[src/rtl/fp_mul_pipe.sv]
// Three-stage elastic IEEE-754 multiplier: decode/multiply, normalise/round, range-check/pack.
// Subnormal operands are treated as zero; RNE and RTZ rounding; tag rides along unchanged.
module fp_mul_pipe #(
    parameter int unsigned EXP_W = 8,
    parameter int unsigned MAN_W = 23,
    parameter int unsigned TAG_W = 4
) (
    input  logic                   clk,
    input  logic                   rst,
    input  logic                   in_valid,
    output logic                   in_ready,
    input  logic [EXP_W+MAN_W:0]   op_a,
    input  logic [EXP_W+MAN_W:0]   op_b,
    input  logic                   round_mode,
    input  logic [TAG_W-1:0]       in_tag,
    output logic                   out_valid,
    input  logic                   out_ready,
    output logic [EXP_W+MAN_W:0]   result,
    output logic [4:0]             flags,
    output logic [TAG_W-1:0]       out_tag
);
    localparam int unsigned W  = EXP_W + MAN_W + 1;
    localparam int unsigned PW = 2 * MAN_W + 2;
    localparam int unsigned EW = EXP_W + 2;

    localparam logic [EW-1:0] Bias   = {3'b000, {(EXP_W-1){1'b1}}};
    localparam logic [EW-1:0] ExpMax = {2'b00, {EXP_W{1'b1}}};
    localparam logic [W-1:0]  QNan   = {1'b0, {EXP_W{1'b1}}, 1'b1, {(MAN_W-1){1'b0}}};

    logic ready2, ready3;

    // Stage 1 registers
    logic             v1_q, v1_d, sign1_q, sign1_d, rm1_q, rm1_d, spec1_q, spec1_d;
    logic [EW-1:0]    exp1_q, exp1_d;
    logic [PW-1:0]    prod1_q, prod1_d;
    logic [W-1:0]     sres1_q, sres1_d;
    logic [4:0]       sflg1_q, sflg1_d;
    logic [TAG_W-1:0] tag1_q, tag1_d;

    // Stage 2 registers
    logic             v2_q, v2_d, sign2_q, sign2_d, rm2_q, rm2_d, spec2_q, spec2_d, nx2_q, nx2_d;
    logic [EW-1:0]    exp2_q, exp2_d;
    logic [MAN_W-1:0] frac2_q, frac2_d;
    logic [W-1:0]     sres2_q, sres2_d;
    logic [4:0]       sflg2_q, sflg2_d;
    logic [TAG_W-1:0] tag2_q, tag2_d;

    // Output registers
    logic             v3_q, v3_d;
    logic [W-1:0]     res3_q, res3_d;
    logic [4:0]       flg3_q, flg3_d;
    logic [TAG_W-1:0] tag3_q, tag3_d;

    always_comb begin
        ready3   = !v3_q || out_ready;
        ready2   = !v2_q || ready3;
        in_ready = !v1_q || ready2;
    end

    // S1: classify operands, detect special results, multiply significands
    logic             sa, sb, a_zero, b_zero, a_inf, b_inf, a_nan, b_nan, a_snan, b_snan, sgn;
    logic [EXP_W-1:0] ea, eb;
    logic [MAN_W-1:0] fa, fb;

    always_comb begin
        sa     = op_a[W-1];
        sb     = op_b[W-1];
        ea     = op_a[W-2:MAN_W];
        eb     = op_b[W-2:MAN_W];
        fa     = op_a[MAN_W-1:0];
        fb     = op_b[MAN_W-1:0];
        sgn    = sa ^ sb;
        a_zero = (ea == '0);
        b_zero = (eb == '0);
        a_inf  = (ea == '1) && (fa == '0);
        b_inf  = (eb == '1) && (fb == '0);
        a_nan  = (ea == '1) && (fa != '0);
        b_nan  = (eb == '1) && (fb != '0);
        a_snan = a_nan && !fa[MAN_W-1];
        b_snan = b_nan && !fb[MAN_W-1];

        v1_d    = in_ready ? in_valid : v1_q;
        sign1_d = sign1_q;
        rm1_d   = rm1_q;
        exp1_d  = exp1_q;
        prod1_d = prod1_q;
        spec1_d = spec1_q;
        sres1_d = sres1_q;
        sflg1_d = sflg1_q;
        tag1_d  = tag1_q;
        if (in_valid && in_ready) begin
            sign1_d = sgn;
            rm1_d   = round_mode;
            tag1_d  = in_tag;
            exp1_d  = {2'b00, ea} + {2'b00, eb} - Bias;
            prod1_d = {{(MAN_W+1){1'b0}}, 1'b1, fa} * {{(MAN_W+1){1'b0}}, 1'b1, fb};
            spec1_d = 1'b1;
            sflg1_d = '0;
            if (a_nan || b_nan) begin
                sres1_d = QNan;
                sflg1_d = {a_snan || b_snan, 4'b0000};
            end else if ((a_inf && b_zero) || (a_zero && b_inf)) begin
                sres1_d = QNan;
                sflg1_d = 5'b10000;
            end else if (a_inf || b_inf) begin
                sres1_d = {sgn, {EXP_W{1'b1}}, {MAN_W{1'b0}}};
            end else if (a_zero || b_zero) begin
                sres1_d = {sgn, {(W-1){1'b0}}};
            end else begin
                spec1_d = 1'b0;
                sres1_d = '0;
            end
        end
    end

    // S2: normalise so the hidden bit sits at the top, then round
    logic [PW-1:0]    pn;
    logic [EW-1:0]    e_n;
    logic [MAN_W:0]   mant;
    logic [MAN_W+1:0] mant_r;
    logic             g, r, s, inc;

    always_comb begin
        pn     = prod1_q[PW-1] ? prod1_q : (prod1_q << 1);
        e_n    = exp1_q + {{(EW-1){1'b0}}, prod1_q[PW-1]};
        mant   = pn[PW-1:MAN_W+1];
        g      = pn[MAN_W];
        r      = pn[MAN_W-1];
        s      = |pn[MAN_W-2:0];
        inc    = !rm1_q && g && (r || s || mant[0]);
        mant_r = {1'b0, mant} + {{(MAN_W+1){1'b0}}, inc};

        v2_d    = ready2 ? v1_q : v2_q;
        sign2_d = sign2_q;
        rm2_d   = rm2_q;
        spec2_d = spec2_q;
        nx2_d   = nx2_q;
        exp2_d  = exp2_q;
        frac2_d = frac2_q;
        sres2_d = sres2_q;
        sflg2_d = sflg2_q;
        tag2_d  = tag2_q;
        if (v1_q && ready2) begin
            sign2_d = sign1_q;
            rm2_d   = rm1_q;
            spec2_d = spec1_q;
            sres2_d = sres1_q;
            sflg2_d = sflg1_q;
            tag2_d  = tag1_q;
            nx2_d   = g || r || s;
            // Carry out of rounding leaves 1.000..., so the fraction is just the shifted bits
            exp2_d  = e_n + {{(EW-1){1'b0}}, mant_r[MAN_W+1]};
            frac2_d = mant_r[MAN_W+1] ? mant_r[MAN_W:1] : mant_r[MAN_W-1:0];
        end
    end

    // S3: range check and pack
    always_comb begin
        v3_d   = ready3 ? v2_q : v3_q;
        res3_d = res3_q;
        flg3_d = flg3_q;
        tag3_d = tag3_q;
        if (v2_q && ready3) begin
            tag3_d = tag2_q;
            if (spec2_q) begin
                res3_d = sres2_q;
                flg3_d = sflg2_q;
            end else if ($signed(exp2_q) >= $signed(ExpMax)) begin
                res3_d = rm2_q ? {sign2_q, {(EXP_W-1){1'b1}}, 1'b0, {MAN_W{1'b1}}}
                               : {sign2_q, {EXP_W{1'b1}}, {MAN_W{1'b0}}};
                flg3_d = 5'b00101;
            end else if (exp2_q[EW-1] || (exp2_q == '0)) begin
                res3_d = {sign2_q, {(W-1){1'b0}}};
                flg3_d = 5'b00011;
            end else begin
                res3_d = {sign2_q, exp2_q[EXP_W-1:0], frac2_q};
                flg3_d = {4'b0000, nx2_q};
            end
        end
    end

    always_ff @(posedge clk) begin
        if (rst) begin
            v1_q   <= 1'b0;
            v2_q   <= 1'b0;
            v3_q   <= 1'b0;
            res3_q <= '0;
            flg3_q <= '0;
            tag3_q <= '0;
        end else begin
            v1_q   <= v1_d;
            v2_q   <= v2_d;
            v3_q   <= v3_d;
            res3_q <= res3_d;
            flg3_q <= flg3_d;
            tag3_q <= tag3_d;
        end
    end

    always_ff @(posedge clk) begin
        sign1_q <= sign1_d;
        rm1_q   <= rm1_d;
        exp1_q  <= exp1_d;
        prod1_q <= prod1_d;
        spec1_q <= spec1_d;
        sres1_q <= sres1_d;
        sflg1_q <= sflg1_d;
        tag1_q  <= tag1_d;
        sign2_q <= sign2_d;
        rm2_q   <= rm2_d;
        spec2_q <= spec2_d;
        nx2_q   <= nx2_d;
        exp2_q  <= exp2_d;
        frac2_q <= frac2_d;
        sres2_q <= sres2_d;
        sflg2_q <= sflg2_d;
        tag2_q  <= tag2_d;
    end

    always_comb begin
        out_valid = v3_q;
        result    = res3_q;
        flags     = flg3_q;
        out_tag   = tag3_q;
    end

endmodule

[config.mk]
export PLATFORM = sky130hd
export DESIGN_NAME = fp_mul_pipe
export DESIGN_NICKNAME = d
export VERILOG_FILES = /design/src/rtl/fp_mul_pipe.sv
export SDC_FILE = /design/constraint.sdc
export NUM_CORES = 2
export LEC_CHECK = 0
export CAP_MARGIN = 15
export CORE_MARGIN = 4
export CORE_UTILIZATION = 50
export CTS_BUF_LIST = sky130_fd_sc_hd__clkbuf_16
export CTS_CLUSTER_DIAMETER = 200
export DETAILED_ROUTE_END_ITERATION = 8
export PLACE_DENSITY = 0.68
export SYNTH_ARGS = -nofsm -noshare
export SYNTH_HDL_FRONTEND = slang
export SYNTH_SLANG_ARGS = --single-unit
[constraint.sdc]
create_clock -name clk -period 8.8 [get_ports clk]
set_clock_uncertainty 0.1 [all_clocks]
set_input_delay 1.32 -clock clk [delete_from_list [all_inputs] [get_ports clk]]
set_output_delay 1.32 -clock clk [all_outputs]
set_load 0.03 [all_outputs]
==> metrics.md <==
| Metric | Value |
|---|---|
| First DRT Iteration DRCs | `around 1500` |
| Cell family with the largest share of critical-path delay | `adder cells` |
| Number of iterations in the first detailed-routing pass | `6` |
| Xor/xnor share of the synthesized area | `2.80%` |
| Arrival time at the worst endpoint | `8.47 ns` |
| Endpoint kind of the worst setup timing path | `flip-flop` |
| Crit path kind | `in -> reg` |
| Die boundary height | `236 um` |
| Number of buffers inserted by hold repair at cts | `0` |
| Post-DR wirelength/cell | `18.7 um` |
| Worst hold path class | `reg -> reg` |
| Top FF cell, synth | `edfxtp_1` |
| Count of max-cap constraint violations | `0` |
| DR vias | `19350` |
| Final Net Count | `3682` |
| Number of clock sinks | `157` |
| Cell with the largest stage delay on the worst path | `clkdlybuf4s50_1` |
| First-pass GRT wire length | `110 mm` |
| Highest net fanout along the worst path | `18` |
| DP Wirelength | `roughly 56 mm` |
| Source of the worst register-to-register timing path | `prod1_q[47]` |
| Synth Area in Simple Gates | `between 10% and 20%` |
| Die ar. | `55600 um^2` |
| Routability congestion estimate | `0.953` |
| Sum of overflow across all layers after global routing | `0` |
| CP required | `8.85 ns` |
| Cell occurring most often along the worst timing path | `fa_1` |
| Post-synth design cell area | `26000 um^2` |
| Cells along the critical path | `clkdlybuf4s50_1 > buf_4 > and2_1 > fa_1 > fa_1 > inv_1 > fa_1 > fa_1 > inv_1 > fa_1 > fa_1 > inv_1 > fa_1 > inv_1 > ha_1 > inv_1 > nor3_1 > nand3_1 > a211oi_1 > o21ai_0 > buf_4 > a211oi_1 > or4_1 > nand3_1` |
| Run status | `complete, no violations` |
| CTS tree | `done` |
| Pins Over Slew Limit | `0` |
| Fmax | `119 MHz` |
| Root cell of the clock tree | `clkbuf_16` |
| Slack of the worst reg-to-reg path | `4.32 ns` |
| FFs w/ async S/R, synth | `0%` |
| Effective utilization at floorplan | `50.5%` |
| Kind of start point of the critical path | `input port` |
| Buffer count from post-CTS setup fixing | `0` |
| Longest Clk Path Bufs | `2` |
| Final wirelength | `68.1 mm` |
| Total nets after synthesis | `about 3600` |
| H-tree levels | `4` |
| Combinational family with the most area after synthesis | `adder cells` |
| Seq/Total Area, Yosys | `16.5%` |
| Total global routing track utilization | `24.7%` |
| Synthesized area divided by synthesized cell count | `9.23 um^2` |
| Transition time at the pin with the least slew margin | `1.12 ns` |
| Multiplexer share of the synthesized area | `0.434%` |
| Number of instances resized during post-cts repair | `0` |
| Worst slew slack as a fraction of its limit | `25.0%` |
| Cts bufs inserted | `17` |
| Flops & latches, synth | `157` |
| Mapped Cells | `about 2800` |
| Endpoint of the worst-slack reg-to-reg timing path | `exp2_q[9]` |
| Total setup violations reported at the end of the flow | `0` |
| Hold Path Cell Cnt | `0` |
| Filler cell count | `4507` |
| Maximum number of pins on one net before global-route repair | `70` |
| Warning count from the yosys run | `0` |
| Final worst-path cycle share | `95.7%` |
| Layout Utilization | `56.7%` |
| Remaining antenna violation count after routing | `0` |
| Count of distinct cell types in the synthesized netlist | `69` |
| Ports placed on the boundary | `116` |
| Depth of the most critical reg-to-reg path | `13` |
| Hold EP | `tag2_q[1]` |
| Setup repair after global routing missed its margin | `false` |
| Synth Area in Compound Gates | `around 6.7%` |
| Number of global-route vias before repair | `between 20000 and 25000` |
| # port buffers | `between 100 and 150` |
| Row count | `83` |
| Hold Startpoint | `tag1_q[1]` |
| Final Hold Vio Count | `0` |
| Fraction of layout cells with a size suffix above 1 | `5.73%` |
| Number of antenna violations at the first check in global routing | `1` |
| DRC violations left | `0` |
| Shortest clock period the worst path allows after layout | `8.42 ns` |
| Growth of design area from synthesis to finish | `12.2%` |
| Insertion delay to the later sink of the worst-skew pair | `0.41 ns` |
| Clock-pin slew of the registers on the worst-case setup and hold paths | `approximately 0.060 ns` |
| Number of synthesized flops with an enable pin | `114` |
| DIE WIDTH | `roughly 240 um` |
| Via density per instance | `5.33` |
| Buffers & Inverters on Critical Path | `8` |
| CORE AREA | `51400 um^2` |
| Synthesized-area fraction occupied by adder cells | `46.5%` |
| Crit path largest cell delay | `0.71 ns` |
## final cells by class
class | instances | area (um^2) | area share (%)
tap | 680 | 851 | 2.92
timing repair buffer | 237 | 2230 | 7.64
clock inverter | 13 | 101 | 0.348
antenna | 2 | 5.00 | 0.0172
clock buffer | 19 | 475 | 1.63
inverter | 596 | 2240 | 7.68
sequential | 157 | 4280 | 14.7
multi-input combinational | 1926 | 19000 | 65.1
## layout by cell type, fill, tap and decap left out, types with 3 or more instances in the layout
master / instances
xor2_1: 30
edfxtp_1: 114
clkinv_4: 4
nand2b_1: 9
a21oi_1: 131
nand3_1: 28
nand2_1: 350
clkbuf_16: 19
nor2_1: 136
ha_1: 190
and3_1: 12
a211oi_1: 16
clkinv_1: 3
clkdlybuf4s50_1: 114
o31ai_1: 3
mux2i_1: 9
nor3_1: 15
buf_12: 13
dfxtp_1: 43
o21a_1: 4
o21bai_1: 20
nor2b_1: 14
nand4_1: 21
xnor2_1: 53
nor4_1: 21
a31oi_1: 4
and2_1: 252
buf_4: 110
a21boi_0: 3
o21ai_0: 38
o211ai_1: 3
a22oi_1: 7
fa_1: 484
a21o_1: 23
inv_1: 594
## synthesized netlist by cell type, types with 3 or more instances
| cell type | instances | area, um^2 |
|---|---|---|
| nor2b_1 | 14 | 87.6 |
| a211oi_1 | 16 | 120 |
| edfxtp_1 | 114 | 3420 |
| o31ai_1 | 3 | 22.5 |
| and2_1 | 252 | 1580 |
| and3_1 | 12 | 75.1 |
| nor2_1 | 136 | 510 |
| o211ai_1 | 3 | 22.5 |
| o21a_1 | 4 | 30.0 |
| a22oi_1 | 7 | 52.6 |
| o21bai_1 | 20 | 150 |
| inv_1 | 593 | 2230 |
| nand2b_1 | 9 | 56.3 |
| nand2_1 | 350 | 1310 |
| a21o_1 | 23 | 173 |
| nor3_1 | 15 | 75.1 |
| ha_1 | 190 | 2380 |
| nand4_1 | 21 | 131 |
| xor2_1 | 30 | 263 |
| nand3_1 | 28 | 140 |
| fa_1 | 484 | 9690 |
| a31oi_1 | 6 | 37.5 |
| a21oi_1 | 131 | 656 |
| nor4_1 | 21 | 131 |
| a21boi_0 | 4 | 30.0 |
| clkbuf_1 | 126 | 473 |
| xnor2_1 | 53 | 464 |
| dfxtp_1 | 43 | 861 |
| buf_1 | 4 | 15.0 |
| clkinv_1 | 3 | 11.3 |
| o21ai_0 | 38 | 190 |
| mux2i_1 | 9 | 90.1 |
## logic make-up (layout without fill, tap and decap cells)
logic type / count (synthesis) / in the layout
AND/OR/NAND/NOR: 874 / 874
buffers and inverters: 730 / 865
adder cells (fa/ha/maj): 674 / 674
AO/OA/AOI/OAI: 283 / 283
flip-flops: 157 / 157
XOR/XNOR: 83 / 83
multiplexers: 11 / 11
other: 1 / 3
## routing by layer
| layer | track usage, % | wire [um] | part of all wire (%) |
|---|---|---|---|
| met2 | 40.7 | 31800 | 47 |
| met5 | 0 | 0 | 0 |
| met4 | 7.63 | 2210 | 3.2 |
| met1 | 33.3 | 28700 | 42 |
| met3 | 4.93 | 5390 | 7.9 |
## worst max-delay path by stage
stage	start	endpoint	slack [ns]	cells past startpoint
after CTS	op_b[1]	prod1_q[47]	0.40	24
after global placement	op_b[1]	prod1_q[47]	0.03	24
after floorplan	op_b[12]	prod1_q[40]	1.02	25
after detailed placement	op_b[1]	prod1_q[47]	-0.02	24
final	op_b[1]	prod1_q[47]	0.38	24
after global routing	op_b[1]	prod1_q[47]	0.02	24
## metrics by stage
stage               hold WS, ns  TNS, ns  setup WS (ns)  instances  area [um^2]
global placement          0.304        0         0.0305       3596        28600
global route              0.331        0         0.0182       3629        29100
floorplan                 0.300        0           1.02       2813        26000
finish                    0.319        0          0.381       3630        29100
CTS                       0.321        0          0.396       3628        29100
detailed placement        0.307  -0.0247        -0.0247       3596        28600
## sequential cells by signal (all words and copies together) (netlist names), 3 cells and up
| register | flops |
|---|---|
| tag2_q | 4 |
| exp2_q | 10 |
| result | 32 |
| frac2_q | 23 |
| sres1_q | 3 |
| tag1_q | 4 |
| exp1_q | 10 |
| prod1_q | 48 |
| out_tag | 4 |
| sres2_q | 3 |
| flags | 4 |
Power is not shown: default switching activity piles up to over one toggle a cycle in this logic, so the estimate is an artifact.
